File: src/rtl/pipe_run_ctrl.sv
`default_nettype none
// ============================================================================
//  Module   : pipe_run_ctrl
//  Purpose  : Run / halt / single-step sequencer for the 5-stage RVX10-P
//             pipeline. Merges raw hazard-unit stall/flush requests with its
//             own control so the pipeline can be frozen at fetch, drained of
//             in-flight instructions, stepped one instruction at a time, and
//             resumed. Also keeps a retired-instruction counter.
//  Ports    :
//    clk, reset (async, active-low)
//    halt_req / resume_req / step_req  level-sampled control requests
//    cnt_clr                            synchronous clear of retire_count
//    StallF_hz..FlushE_hz, PCSrcE       raw hazard requests / redirect
//    validD..validW                     per-stage valid bits
//    StallF..FlushE                     merged controls to the datapath
//    halted, step_done, retire_count, state   status
//  Revision : 1.0  initial release
// ============================================================================
module pipe_run_ctrl #(
    parameter int   CNT_W        = 32,
    parameter logic RESET_HALTED = 1'b0
) (
    input  logic             clk,
    input  logic             reset,
    input  logic             halt_req,
    input  logic             resume_req,
    input  logic             step_req,
    input  logic             cnt_clr,
    input  logic             StallF_hz,
    input  logic             StallD_hz,
    input  logic             FlushD_hz,
    input  logic             FlushE_hz,
    input  logic             PCSrcE,
    input  logic             validD,
    input  logic             validE,
    input  logic             validM,
    input  logic             validW,
    output logic             StallF,
    output logic             StallD,
    output logic             FlushD,
    output logic             FlushE,
    output logic             halted,
    output logic             step_done,
    output logic [CNT_W-1:0] retire_count,
    output logic [1:0]       state
);

    typedef enum logic [1:0] {
        c_RUN    = 2'd0,
        c_DRAIN  = 2'd1,
        c_HALTED = 2'd2,
        c_STEP   = 2'd3
    } state_t;

    localparam state_t          c_RESET_STATE = RESET_HALTED ? c_HALTED : c_RUN;
    localparam logic [CNT_W-1:0] c_CNT_ONE    = {{(CNT_W-1){1'b0}}, 1'b1};

    state_t           r_state;
    state_t           w_stateNext;
    // Marks that the current DRAIN was started by a single step, so leaving
    // it must pulse step_done.
    logic             r_stepFlag;
    logic             w_stepFlagNext;
    logic             r_stepDone;
    logic             w_stepDoneNext;
    logic [CNT_W-1:0] r_retireCount;
    logic             w_pipeEmpty;

    assign w_pipeEmpty = ~(validD | validE | validM | validW);

    // ------------------------------------------------------------------
    // State register
    // ------------------------------------------------------------------
    always_ff @(posedge clk or negedge reset) begin
        if (!reset) begin
            r_state    <= c_RESET_STATE;
            r_stepFlag <= 1'b0;
            r_stepDone <= 1'b0;
        end else begin
            r_state    <= w_stateNext;
            r_stepFlag <= w_stepFlagNext;
            r_stepDone <= w_stepDoneNext;
        end
    end

    // ------------------------------------------------------------------
    // Next state and merged pipeline controls
    // ------------------------------------------------------------------
    always_comb begin
        w_stateNext    = r_state;
        w_stepFlagNext = r_stepFlag;
        w_stepDoneNext = 1'b0;
        StallF         = StallF_hz;
        StallD         = StallD_hz;
        FlushD         = FlushD_hz;
        FlushE         = FlushE_hz;

        case (r_state)
            c_RUN: begin
                if (halt_req) begin
                    w_stateNext    = c_DRAIN;
                    w_stepFlagNext = 1'b0;
                end
            end

            c_DRAIN: begin
                // Fetch frozen, but a taken redirect still lands in PC so the
                // resume point is the branch target. Decode passes its
                // instruction on and refills with a bubble unless a load-use
                // stall is holding it.
                StallF = StallF_hz | ~PCSrcE;
                FlushD = FlushD_hz | ~StallD_hz;
                if (w_pipeEmpty) begin
                    w_stateNext    = c_HALTED;
                    w_stepFlagNext = 1'b0;
                    w_stepDoneNext = r_stepFlag;
                end
            end

            c_HALTED: begin
                StallF = ~PCSrcE;
                StallD = 1'b0;
                FlushD = 1'b1;
                if (resume_req) begin
                    w_stateNext = c_RUN;
                end else if (step_req) begin
                    w_stateNext = c_STEP;
                end
            end

            c_STEP: begin
                // One open fetch cycle: exactly one instruction enters Decode.
                StallF         = 1'b0;
                StallD         = 1'b0;
                FlushD         = 1'b0;
                w_stateNext    = c_DRAIN;
                w_stepFlagNext = 1'b1;
            end

            default: begin
                w_stateNext = c_RESET_STATE;
            end
        endcase
    end

    // ------------------------------------------------------------------
    // Retired-instruction counter (counts in every state, clear wins)
    // ------------------------------------------------------------------
    always_ff @(posedge clk or negedge reset) begin
        if (!reset) begin
            r_retireCount <= '0;
        end else if (cnt_clr) begin
            r_retireCount <= '0;
        end else if (validW) begin
            r_retireCount <= r_retireCount + c_CNT_ONE;
        end
    end

    assign halted       = (r_state == c_HALTED);
    assign step_done    = r_stepDone;
    assign retire_count = r_retireCount;
    assign state        = r_state;

endmodule
`default_nettype wire

File: config.mk
export PLATFORM = sky130hd
export DESIGN_NAME = pipe_run_ctrl
export DESIGN_NICKNAME = d
export VERILOG_FILES = /design/src/rtl/pipe_run_ctrl.sv
export SDC_FILE = /design/constraint.sdc
export NUM_CORES = 1
export LEC_CHECK = 0
export ABC_AREA = 1
export BUFFER_PORTS_ARGS = -buffer_cell sky130_fd_sc_hd__buf_4
export CORE_ASPECT_RATIO = 1.75
export CORE_UTILIZATION = 50
export DETAILED_ROUTE_END_ITERATION = 10
export PLACE_DENSITY = 0.87
export RECOVER_POWER = 100
export SYNTH_ARGS = -nofsm -noshare
export SYNTH_HDL_FRONTEND = slang
export SYNTH_SLANG_ARGS = --single-unit
export TNS_END_PERCENT = 30
File: constraint.sdc
create_clock -name clk -period 2.5 [get_ports clk]
set_clock_uncertainty 0.1 [all_clocks]
set_input_delay 0.25 -clock clk [delete_from_list [all_inputs] [get_ports clk]]
set_output_delay 0.25 -clock clk [all_outputs]
set_load 0.01 [all_outputs]
* Word-level counts from Yosys, hierarchy flattened *
Index checks and enable logic that the tools add are counted.

cells by class
  $add $sub $neg = 1
  multiply operators = 0
  divide/modulo/power cells = 0
  magnitude comparators = 0
  equality and inequality tests = 6
  shifts and indexed selects = 0
  multiplexer cells = 15
  bitwise operators = 7
  reduce and logical (&&, ||, !) cells = 6

operators with widths
  operator                                       number
  2-to-1 mux 32 bit                              2
  adder 32 x 1 -> 32 bit, second input constant  1
  one-hot mux 1 bit (3 select lines)             3
  2-to-1 mux 2 bit                               4
  one-hot mux 2 bit (4 select lines)             1
  AND reduction 3 bit                            2
  2-to-1 mux 1 bit                               5
  bitwise OR 1 bit                               5
  == test 2 bit, second input constant           2
  != test 2 bit, second input constant           2
  != test 3 bit, second input constant           1
  nonzero test 3 bit                             1
  == test 2 x 1 -> 1 bit, second input constant  1
  logical NOT 2 bit                              1
  inverter 1 bit                                 2
  nonzero test 2 bit                             1
  OR reduction 2 bit                             1

storage, ports and cells
  bits in registers = 36
  latch bits = 0
  memory bits (writable) = 0
  ROM bits = 0
  bits of input ports = 15
  output and inout port bits = 40
  memories kept = 0

* Logic depth before layout (Yosys ltp) *
Gate-level depths: netlist of run 1.

  depth in word-level cells = 5
  gate-level depth with buffers = 9
  mapped depth without buffers = 9

* Worst setup path before layout of run 1 *
OpenSTA, ideal clock, no wires.

  path type = register to register
  start point = reg r_state[0], in the netlist state[0]
  end point = reg r_state[1], in the netlist state[1]
  library setup time = 0.127 ns
  arrival = 1.405 ns
  data required time = 2.273 ns
  setup slack = 0.868 ns
  stages on the path, launching flop included = 9
  buffers on the path = 0
  cell sequence = dfrtp_1 -> inv_1 -> ha_1 -> inv_1 -> or2_2 -> nor2_1 -> nor2_1 -> nand2_1 -> o21ai_0

between the ends
  word-level cells in the longest chain between the ends = 3
  elaborated cells on any way between the ends = 9
  those cells by class = eq/ne: 6; mux: 1; reduce/logical: 2

RTL lines
  what                           RTL line  text
  from (decl)                    58        state_t r_state;
  from (signal assigned)         76        r_state <= c_RESET_STATE;
  from (signal assigned)         80        r_state <= w_stateNext;
  == test 2 bit (*)              n/a
  named net halted               42        output logic halted,
  != test 3 bit (no line)        n/a
  AND reduction 3 bit (no line)  n/a

The timed path passes the listed nets; every way through them passes the cells marked *.
A chain may end at the register's enable or synchronous reset.

* Final worst setup path of run 1 *
  start point = reg r_retireCount[2], in the netlist retire_count[2]
  end point = reg r_retireCount[25], in the netlist retire_count[25]

between the ends
  word-level cells in the longest chain between the ends = 3

RTL lines
  what                    RTL line  text
  from (decl)             66        logic [CNT_W-1:0] r_retireCount;
  from (signal assigned)  155       r_retireCount <= r_retireCount + c_CNT_ONE;
  adder 32 x 1 -> 32 bit  155
  2-to-1 mux 32 bit       154       end else if (validW) begin
  2-to-1 mux 32 bit       152       end else if (cnt_clr) begin

No other way between the ends. The select of a mux whose other input is x is not followed.

==> results.md, run 1 <==
- Run status: finished clean
- Initial Util: 0.5211
- Placed cell areas: 0.002741 mm2
- Die Height: 92.03 um
- Most used cell, CP: nand3_1
- Clock sinks: 36
- Post-route setup slack: 377.0 ps
- Setup CP Type: reg -> reg
- Buffers on Ports: 52
- #FFs+latches synth: 36
- Req. time, crit path: 2580 ps
- Final ANT Viol Nets: 0
- Hold Violations, Final: 0
- Slew Limit Headroom: 0.2811
- Vias per cell: 5.185
- Nets: 409
- First-pass iteration count of the detailed router: 5
- Largest net degree at the start of global routing: 37
- # H-tree levels: 2
- CP bufs+invs: 1
- Clock Tree Buf Depth: 2
- Post-route cell area: 0.002616 mm2
- DIE WIDTH: 53.45 um
- Routed WL: 5780 um
- CTS resizes: 0
- Post-CTS Setup Bufs: 0
- Drt initial violations: 49
- Post-synth top area cell: dfrtp_1
- Total GRT Usage: 0.2636
- DP Worst Slack: 802.6 ps
- Post-Syn Area: 0.002316 mm2
- Core Footprint: 0.004444 mm2
- Max-cap check violation count: 0
- Clock period minus worst slack: 2123 ps
- Area grow syn2layout: 12.97%
- Crit path DAT: 2200 ps
- Worst-path clk slew: 70 ps
- Maximum VDD drop: 0.0006426 V
- Syn Inst Count: 331
- Vias after detailed routing: 2276
- First-pass GRT wire length: 9570 um
- Gpl congestion: 0.9597
- Critical-path top delay cell: nor3_1
- Crit-path max FO: 7
- Fmax: 471.0 MHz
- CP startpoint kind: register
- TritonCTS clock tree: done
- Synth top area share: 0.3890
- Period utilisation layout: 0.8492
- Number of global-route vias before repair: 2213
- Slew @ Worst Pin: 1070 ps
- CTS buffer count: 5
- RSZ-0062 raised after global routing: false
- Routed length per instance: 13.17 um
- TNS Setup: 0 ps
- Seq/Total Area, Yosys: 0.3890
- Hpwl dp: 4428 um
- Post-synth cell types: 30
- Top cells by area, synth: dfrtp_1, nand2_1, nor2_1, inv_1, a21oi_1
- Final-report max-slew violation count: 0
- Syn avg cell area: 6.997 um2
- Syn nets: 352
- Power Dens Cells: 538.4 mW/mm2
- Static Leak: 1.204 nW
- Tot Pwr: 1.409 mW
- Warnings from Yosys: 0
- Cts hold-fix bufs: 1
- Site Rows: 32
- I/O pins: 55
- Worst Hold Class: in -> reg
- R2r setup slk: 380 ps
- Family with the most delay on the worst path: simple AND/OR/NAND/NOR gates
- Initial antenna violation count: 0
- CTS root buffer: clkbuf_8
- Grt total ovfl: 0
- Skew-Pair Late Insertion Delay: 290 ps
- Slowest stage delay, CP: 860 ps
- Worst setup EP type: register
- Area of the die: 0.004919 mm2
- Share of post-route cells with drive strength above 1: 0.08763
- Antenna cells: 0
- CP Cell Sequence: nand3_1 > nor3_1 > nand2_2 > clkinv_1 > nand3_1 > nand2_1 > nor2_1
- Endpoints failing setup: 0
- Fin Hold WS: 57.32 ps
- DRC viols: 0
-- worst paths after layout --
kind	cells after the start	end	startpoint
min reg2reg	2	r_stepFlag$_DFFE_PN0P_	r_stepFlag$_DFFE_PN0P_
max in group asynchronous	2	retire_count[15]$_DFFE_PN0P_	reset
min	2	retire_count[0]$_DFFE_PN0P_	cnt_clr
max reg2reg	7	retire_count[25]$_DFFE_PN0P_	retire_count[2]$_DFFE_PN0P_
min in group asynchronous	2	retire_count[0]$_DFFE_PN0P_	reset
max	7	retire_count[25]$_DFFE_PN0P_	retire_count[2]$_DFFE_PN0P_
-- cell usage after synthesis --
library cell,n
a21boi_0,1
a21oi_1,20
a31oi_1,1
buf_4,1
buf_6,1
clkbuf_1,1
clkbuf_8,1
clkinv_1,1
dfrtp_1,36
ha_1,6
inv_1,40
inv_2,1
nand2_1,87
nand2_2,6
nand2_4,2
nand3_1,19
nand3_4,1
nand4_1,3
nor2_1,70
nor2_2,3
nor2_4,7
nor3_1,2
nor3_4,2
nor3b_1,1
o21ai_0,13
o21ai_1,1
o32a_1,1
o32ai_1,1
or2_2,1
xnor2_1,1
-- worst register-to-register path, delay by kind of cell, from the launching register on --
kind                   cells  cell delay [ps]
and+or+nand+nor            6             1350
buffers and inverters      1              120
DFF                        1              450
-- per-stage QoR --
step	instances	util
floorplan	331	-
global placement	431	0.6168
detailed placement	431	0.6168
CTS	439	0.6408
global route	439	0.5887
finish	439	0.5887
-- cell families after synthesis --
family,share of synthesized area
AOI/OAI and AO/OA,0.08752
xor gates and xnor gates,0.003782
adders and majority gates,0.03241
buffers and inverters,0.08373
DFF,0.3890
and+or+nand+nor,0.4036
-- registers in the layout, summed over array words and instances (netlist names) --
signal,cells
retire_count,32
step_done,1
state,2
r_stepFlag,1
-- cell usage in the layout, fill, tap and decap left out, drive strengths merged --
cell type,Yosys,routed
buf,2,13
a21oi,20,20
dfrtp,36,36
clkinv,1,1
a21boi,1,1
xnor2,1,1
nand3,20,20
a31oi,1,1
nand4,3,3
nor3,4,4
ha,6,6
inv,41,41
nor3b,1,1
clkbuf,2,47
o21ai,14,14
or2,1,1
nand2,95,95
o32ai,1,1
nor2,80,80
dlygate4sd3,0,1
o32a,1,1
-- where the power goes --
part | internal [mW] | switching [mW] | leakage, nW
clock | 0.246 | 0.209 | 0.0503
sequential | 0.608 | 0.0248 | 0.499
combinational | 0.123 | 0.199 | 0.655
total | 0.977 | 0.432 | 1.20
-- layout make-up --
cell class,instances,area [um2]
Inverter,42,157.7
Tap cell,51,63.81
Timing Repair Buffer,54,259.0
Fill cell,436,1828
Clock buffer,7,96.34
Sequential cell,36,900.9
Multi-Input combinational cell,249,1139
-- per-layer routing --
layer | vias to the layer above | part of all wire | track usage
li1 | 1146 | - | -
met1 | 1037 | 0.37 | 0.2738
met2 | 76 | 0.54 | 0.4740
met3 | 17 | 0.048 | 0.04478
met4 | 0 | 0.041 | 0.1338
met5 | - | 0 | 0
No activity file was read; power rests on OpenSTA's default activity.
==> inputs of run 2 (changes only) <==
==> constraint.sdc (replaced) <==
create_clock -name clk -period 2.1 [get_ports clk]
set_clock_uncertainty 0.1 [all_clocks]
set_input_delay 0.21 -clock clk [delete_from_list [all_inputs] [get_ports clk]]
set_output_delay 0.21 -clock clk [all_outputs]
set_load 0.01 [all_outputs]
==> results.md, run 2 (same netlist as run 1, synthesis figures left out) <==
- Run status: finished clean
- Core Footprint: 0.004444 mm2 (unchanged)
- Clock period minus worst slack: 1938 ps
- Die Height: 92.03 um (unchanged)
- Hpwl dp: 4463 um (+0.78%)
- CP startpoint kind: register
- Initial Util: 0.5211 (unchanged)
- Clock Tree Buf Depth: 2 (unchanged)
- Req. time, crit path: 1790 ps (-790 ps)
- Site Rows: 32 (unchanged)
- CTS root buffer: clkbuf_8
- Initial antenna violation count: 0 (unchanged)
- Hold Violations, Final: 0 (unchanged)
- Area grow syn2layout: 13.45%
- Antenna cells: 0 (unchanged)
- First-pass iteration count of the detailed router: 4 (-1)
- Static Leak: 1.213 nW (+0.78%)
- Most common cell after layout, fill and taps aside: nand2_1
- Number of global-route vias before repair: 2376 (+7.4%)
- Placed Cells incl. Taps: 432 (+0.23%)
- Grt total ovfl: 0 (unchanged)
- Skew-Pair Late Insertion Delay: 290 ps (about the same)
- TNS Setup: 0 ps (unchanged)
- Clock sinks: 36 (unchanged)
- Buffers on Ports: 52 (unchanged)
- Max reg flops: 32 (unchanged)
- First-pass GRT wire length: 10090 um (+5.5%)
- Vias per cell: 5.231 (+0.90%)
- Max-cap check violation count: 0 (unchanged)
- Fmax: 516.1 MHz
- CTS resizes: 0 (unchanged)
- Slew Limit Headroom: 0.3913 (+0.1102)
- Setup CP Type: reg -> out
- # H-tree levels: 2 (unchanged)
- Worst-path clk slew: 70 ps (about the same)
- Power Dens Cells: 633.0 mW/mm2 (+18%)
- Routed length per instance: 13.29 um (+0.91%)
- Nets: 410 (+0.24%)
- Endpoints failing setup: 0 (unchanged)
- Final-report max-slew violation count: 0 (unchanged)
- Worst setup EP type: primary output
- Vias after detailed routing: 2307 (+1.4%)
- Slew @ Worst Pin: 913.0 ps (-157.1 ps)
- CTS buffer count: 5 (unchanged)
- Crit-path max FO: 4 (-3)
- Final ANT Viol Nets: 0 (unchanged)
- Share of post-route cells with drive strength above 1: 0.08974 (+0.002115)
- Area of the die: 0.004919 mm2 (unchanged)
- RSZ-0062 raised after global routing: false
- Maximum VDD drop: 0.0007190 V (+12%)
- Crit path DAT: 1630 ps (-570 ps)
- I/O pins: 55 (unchanged)
- Total GRT Usage: 0.2774 (+0.01389)
- DRC viols: 0 (unchanged)
- TritonCTS clock tree: done
- Gpl congestion: 0.9380 (-2.3%)
- DIE WIDTH: 53.45 um (unchanged)
- Most frequent cells in the layout: nand2_1, nor2_1, clkbuf_1
- Largest net degree at the start of global routing: 37 (unchanged)
- Drt initial violations: 77 (+57%)
- Post-Layout Cell Count: 441 (+0.46%)
- Period utilisation layout: 0.9226
- Worst Hold Class: in -> reg
- Routed WL: 5859 um (+1.4%)
run 2: cell count changes in the layout (fill, tap and decap cells not counted), sizes merged:
cell    delta
buf        +1
clkbuf     +1
run 2: timing repair:
action | in CTS | in global routing
buffers inserted | 0 | 0
hold buffers | 1 | 0
hold endpoints to repair | 36 | 0
run 2: power breakdown:
| part | total, mW | internal, mW | switching (mW) |
|---|---|---|---|
| clock | 0.524 | 0.268 | 0.256 |
| sequential | 0.752 | 0.724 | 0.0279 |
| combinational | 0.388 | 0.149 | 0.239 |
run 2: metal layers:
layer,wire length (um),track usage,part of all wire
met3,226,0.05473,0.039
met1,2140,0.2667,0.37
met4,280,0.1623,0.048
met5,0,0,0
met2,3211,0.5052,0.55
run 2: area by class of cell:
type / count / area, um2
fill: 458 / 1817
multi-input combinational: 249 / 1149
sequential: 36 / 900.9
timing repair buffer: 55 / 266.5
inverter: 42 / 157.7
clock buffer: 8 / 90.09
tap: 51 / 63.81
run 2: stage by stage:
| stage | power [mW] | hold slack [ps] | setup WS, ps | area, um2 | util |
|---|---|---|---|---|---|
| global route | 1.764 | 2.651 | 30.06 | 2628 | 0.5912 |
| floorplan | 1.024 | -185.6 | 467.6 | 2316 | - |
| detailed placement | 1.200 | 102.1 | 409.8 | 2749 | 0.6185 |
| finish | 1.663 | 14.09 | 162.5 | 2628 | 0.5912 |
| CTS | 1.715 | 8.307 | 123.0 | 2849 | 0.6410 |
| global placement | 1.184 | 91.58 | 479.3 | 2749 | 0.6185 |
run 2: final timing paths:
kind	from	to	slack, ps	cells after the start
worst min register to register	r_stepFlag$_DFFE_PN0P_	r_stepFlag$_DFFE_PN0P_	390	2
min in group asynchronous	reset	retire_count[2]$_DFFE_PN0P_	480	2
worst min-delay path	cnt_clr	retire_count[0]$_DFFE_PN0P_	10	2
worst max-delay path	state[0]$_DFFE_PN0P_	StallF	160	7
worst max register to register	retire_count[0]$_DFFE_PN0P_	retire_count[14]$_DFFE_PN0P_	230	9
max in group asynchronous	reset	retire_count[4]$_DFFE_PN0P_	850	2
run 2: worst max-delay path, stage by stage, from the launching register on:
cell and delay, ps:
dfrtp_1 400, inv_1 100, ha_1 240, inv_1 110
nor2_1 60, o32ai_1 230, inv_1 70, clkbuf_1 130
==> inputs of run 3 (changes only) <==
--- a/config.mk
+++ b/config.mk
@@ -5,12 +5,12 @@
 export SDC_FILE = /design/constraint.sdc
 export NUM_CORES = 1
 export LEC_CHECK = 0
-export ABC_AREA = 1
 export BUFFER_PORTS_ARGS = -buffer_cell sky130_fd_sc_hd__buf_4
 export CORE_ASPECT_RATIO = 1.75
 export CORE_UTILIZATION = 50
 export DETAILED_ROUTE_END_ITERATION = 10
-export PLACE_DENSITY = 0.87
+export GPL_ROUTABILITY_DRIVEN = 0
+export PLACE_DENSITY = 0.88
 export RECOVER_POWER = 100
 export SYNTH_ARGS = -nofsm -noshare
 export SYNTH_HDL_FRONTEND = slang
==> results.md, run 3 <==
- Run status: finished clean
- DIE WIDTH: 50.62 um (-5.3%)
- Power Dens Cells: 619.4 mW/mm2 (-2.1%)
- Total GRT Usage: 0.2840 (+0.006506)
- Worst Hold Class: in -> reg
- Comb power frac: 0.252 (+0.019)
- Initial antenna violation count: 0 (unchanged)
- Worst-path clk slew: 70 ps (about the same)
- Final ANT Viol Nets: 0 (unchanged)
- Fmax: 487.7 MHz (-5.5%)
- Slowest stage delay, CP: 630 ps (+230 ps)
- Worst setup EP type: register
- Critical-path top delay cell: or4b_2
- Setup CP Type: reg -> reg
- Clock period minus worst slack: 2051 ps (+113.0 ps)
- Endpoints failing setup: 0 (unchanged)
- Number of global-route vias before repair: 2072 (-13%)
- Antenna cells: 0 (unchanged)
- P_sw: 0.5277 mW (+0.95%)
- Area of the die: 0.004408 mm2 (-10%)
- Period utilisation layout: 0.9765 (+0.05383)
- Hold Violations, Final: 0 (unchanged)
- Syn avg cell area: 9.359 um2 (+34%)
- Post-route setup slack: 49.43 ps (-113.0 ps)
- Asr flop ratio synth: 1.000 (unchanged)
- Internal cell power: 1.129 mW (-0.98%)
- Area grow syn2layout: 29.34%
- Syn Inst Count: 221 (-33%)
- Max-cap check violation count: 0 (unchanged)
- DRC viols: 0 (unchanged)
- I/O pins: 55 (unchanged)
- Seq/Total Area, Yosys: 0.4356 (+0.04659)
- Grt total ovfl: 0 (unchanged)
- Top cells by area, synth: dfrtp_1, a21oi_1, or4_1, xnor2_1, o31ai_1
- Clock power share: 0.289 (-0.026)
- Most common cell after layout, fill and taps aside: buf_4
- Site Rows: 30 (-6.3%)
- Switching share of power: 0.3185 (+0.004171)
- CP startpoint kind: register
- Vias per cell: 5.932 (+13%)
- Clock Tree Buf Depth: 2 (unchanged)
- EDFF count, synth: 0 (unchanged)
- Buffers on Ports: 52 (unchanged)
- Share of post-route cells with drive strength above 1: 0.2244 (+0.1347)
- Max reg flops: 32 (unchanged)
- Hpwl dp: 4173 um (-6.5%)
- FF/Latch Area: 905.9 um2 (+0.56%)
- Die Height: 87.08 um (-5.4%)
- Global routing met1 resource utilization: 0.2936 (+0.02692)
- Post-synth top area cell: dfrtp_1
- Drt initial violations: 82 (+6.5%)
- Clock sinks: 36 (unchanged)
- Routed length per instance: 16.29 um (+23%)
- # H-tree levels: 2 (unchanged)
- Final-report max-slew violation count: 0 (unchanged)
- Skew-Pair Late Insertion Delay: 300 ps (about the same)
- Vias after detailed routing: 2082 (-9.8%)
- Layer with the highest usage: met2
- CTS root buffer: clkbuf_8
- Crit path DAT: 2180 ps (+550 ps)
- Post-Layout Cell Count: 351 (-20%)
- RSZ-0062 raised after global routing: false
- Maximum VDD drop: 0.0006473 V (-10%)
- Core Footprint: 0.003904 mm2 (-12%)
- Most frequent cell after synthesis: dfrtp_1
- #FFs+latches synth: 36 (unchanged)
- Static Leak: 1.091 nW (-10%)
- DP Worst Slack: 14.26 ps (-395.5 ps)
- Sequential Power Share: 0.459 (+0.007)
- Crit-path max FO: 5 (+1)
- First-pass GRT wire length: 9404 um (-6.8%)
- CTS buffer count: 5 (unchanged)
- Filler Cell Count: 324 (-29%)
- CP Cell Sequence: nand3_1 > or3_1 > or4b_2 > a21oi_1
- Req. time, crit path: 2220 ps (+430 ps)
- Warnings from Yosys: 0 (unchanged)
- Most frequent cells in the layout: buf_4, clkbuf_1, dfrtp_1
- Slew @ Worst Pin: 911.1 ps (-1.922 ps)
- Initial Util: 0.5298 (+0.008693)
- Nets: 323 (-21%)
- Synth top area share: 0.4356 (+0.04659)
- First-pass iteration count of the detailed router: 4 (unchanged)
- Routed WL: 5718 um (-2.4%)
- Post-Syn Area: 0.002068 mm2 (-11%)
- Main synth FF type: dfrtp_1
- Syn nets: 242 (-31%)
- Largest net degree at the start of global routing: 37 (unchanged)
- R2r setup slk: 50 ps (-180 ps)
- Post-synth cell types: 37 (+23%)
- TritonCTS clock tree: done
- Synth top cells by count: dfrtp_1, nor2_1, a21oi_1, nand2_1, or4_1
- Met2 usage: 0.5430 (+0.03782)
- GRT met3 Usage: 0.05410 (-0.0006251)
- Slew Limit Headroom: 0.3926 (+0.001281)
- Placed Cells incl. Taps: 342 (-21%)
- Multi-input combinational cell area: 0.001099 mm2 (-4.4%)
[run 3: cell count changes in the layout (fill, tap and decap cells not counted), moves of 5 or more]
| cell | before | now |
|---|---|---|
| nand2_1 | 90 | 13 |
| nor2_1 | 74 | 21 |
| buf_4 | 14 | 45 |
| inv_1 | 40 | 10 |
| nand3_1 | 20 | 9 |
| o31ai_1 | 0 | 11 |
| or4_1 | 0 | 10 |
| xnor2_1 | 1 | 10 |
| nand4_1 | 3 | 9 |
| o21ai_0 | 13 | 7 |
| nor4_1 | 0 | 5 |
[run 3: worst max-delay path, delay by kind of cell, from the launching register on]
kind             cells  cell delay [ps]
flip-flops           1              460
AO/OA/AOI/OAI        1              160
AND/OR/NAND/NOR      3             1260
[run 3: power groups by stage]
stage	registers, mW	logic [mW]	clock network, mW
CTS	0.761	0.467	0.474
finish	0.760	0.418	0.479
detailed placement	0.773	0.463	0
global route	0.766	0.467	0.510
global placement	0.770	0.434	0
floorplan	0.777	0.263	0
[run 3: layout make-up]
class	count	share of cell area
clock buffers	7	0.02853
inverters	10	0.01403
flip-flops and latches	36	0.3386
repair buffers	84	0.1838
clock inverters	1	0.001871
multi-input cells	165	0.4107
well taps	48	0.02245
[run 3: timing repair]
| item | in CTS | in global routing |
|---|---|---|
| endpoints found under the hold margin | 36 | 0 |
| setup buffers | 0 | 0 |
| setup endpoints to repair | 5 | 6 |
| hold buffers | 1 | 0 |
| resized for setup | 2 | 4 |
[run 3: logic make-up after synthesis]
group | count (synthesis) | synth area share
XOR/XNOR | 13 | 0.05505
flip-flops | 36 | 0.4356
buffers and inverters | 20 | 0.04054
adder cells (fa/ha/maj) | 6 | 0.03630
AO/OA/AOI/OAI | 45 | 0.1470
AND/OR/NAND/NOR | 97 | 0.2650
multiplexers | 4 | 0.02057
[run 3: path summary, 6_finish.rpt]
kind / startpoint / to / depth (start not counted)
worst max-delay path: retire_count[11]$_DFFE_PN0P_ / retire_count[22]$_DFFE_PN0P_ / 4
worst min-delay path: cnt_clr / retire_count[22]$_DFFE_PN0P_ / 2
worst max register to register: retire_count[11]$_DFFE_PN0P_ / retire_count[22]$_DFFE_PN0P_ / 4
worst min register to register: r_stepFlag$_DFFE_PN0P_ / r_stepFlag$_DFFE_PN0P_ / 1
max in group asynchronous: reset / retire_count[4]$_DFFE_PN0P_ / 2
min in group asynchronous: reset / r_stepFlag$_DFFE_PN0P_ / 2
[run 3: layer usage]
| layer | vias up | share of wire |
|---|---|---|
| met1 | 1005 | 0.37 |
| met4 | 0 | 0.021 |
| met5 | - | 0 |
| met3 | 15 | 0.045 |
| met2 | 71 | 0.57 |
| li1 | 991 | - |
[run 3: through the flow]
stage / setup TNS [ps] / hold WS [ps] / util / cell area, um2 / power [mW]
4_1_cts: 0 / 31.08 / 0.7224 / 2820 / 1.702
3_5_place_dp: 0 / 91.03 / 0.6971 / 2721 / 1.236
3_3_place_gp: 0 / 91.72 / 0.6971 / 2721 / 1.204
5_1_grt: 0 / 11.35 / 0.6853 / 2675 / 1.743
6_report: 0 / 11.59 / 0.6853 / 2675 / 1.657
2_1_floorplan: -11.71 / -185.6 / - / 2091 / 1.040
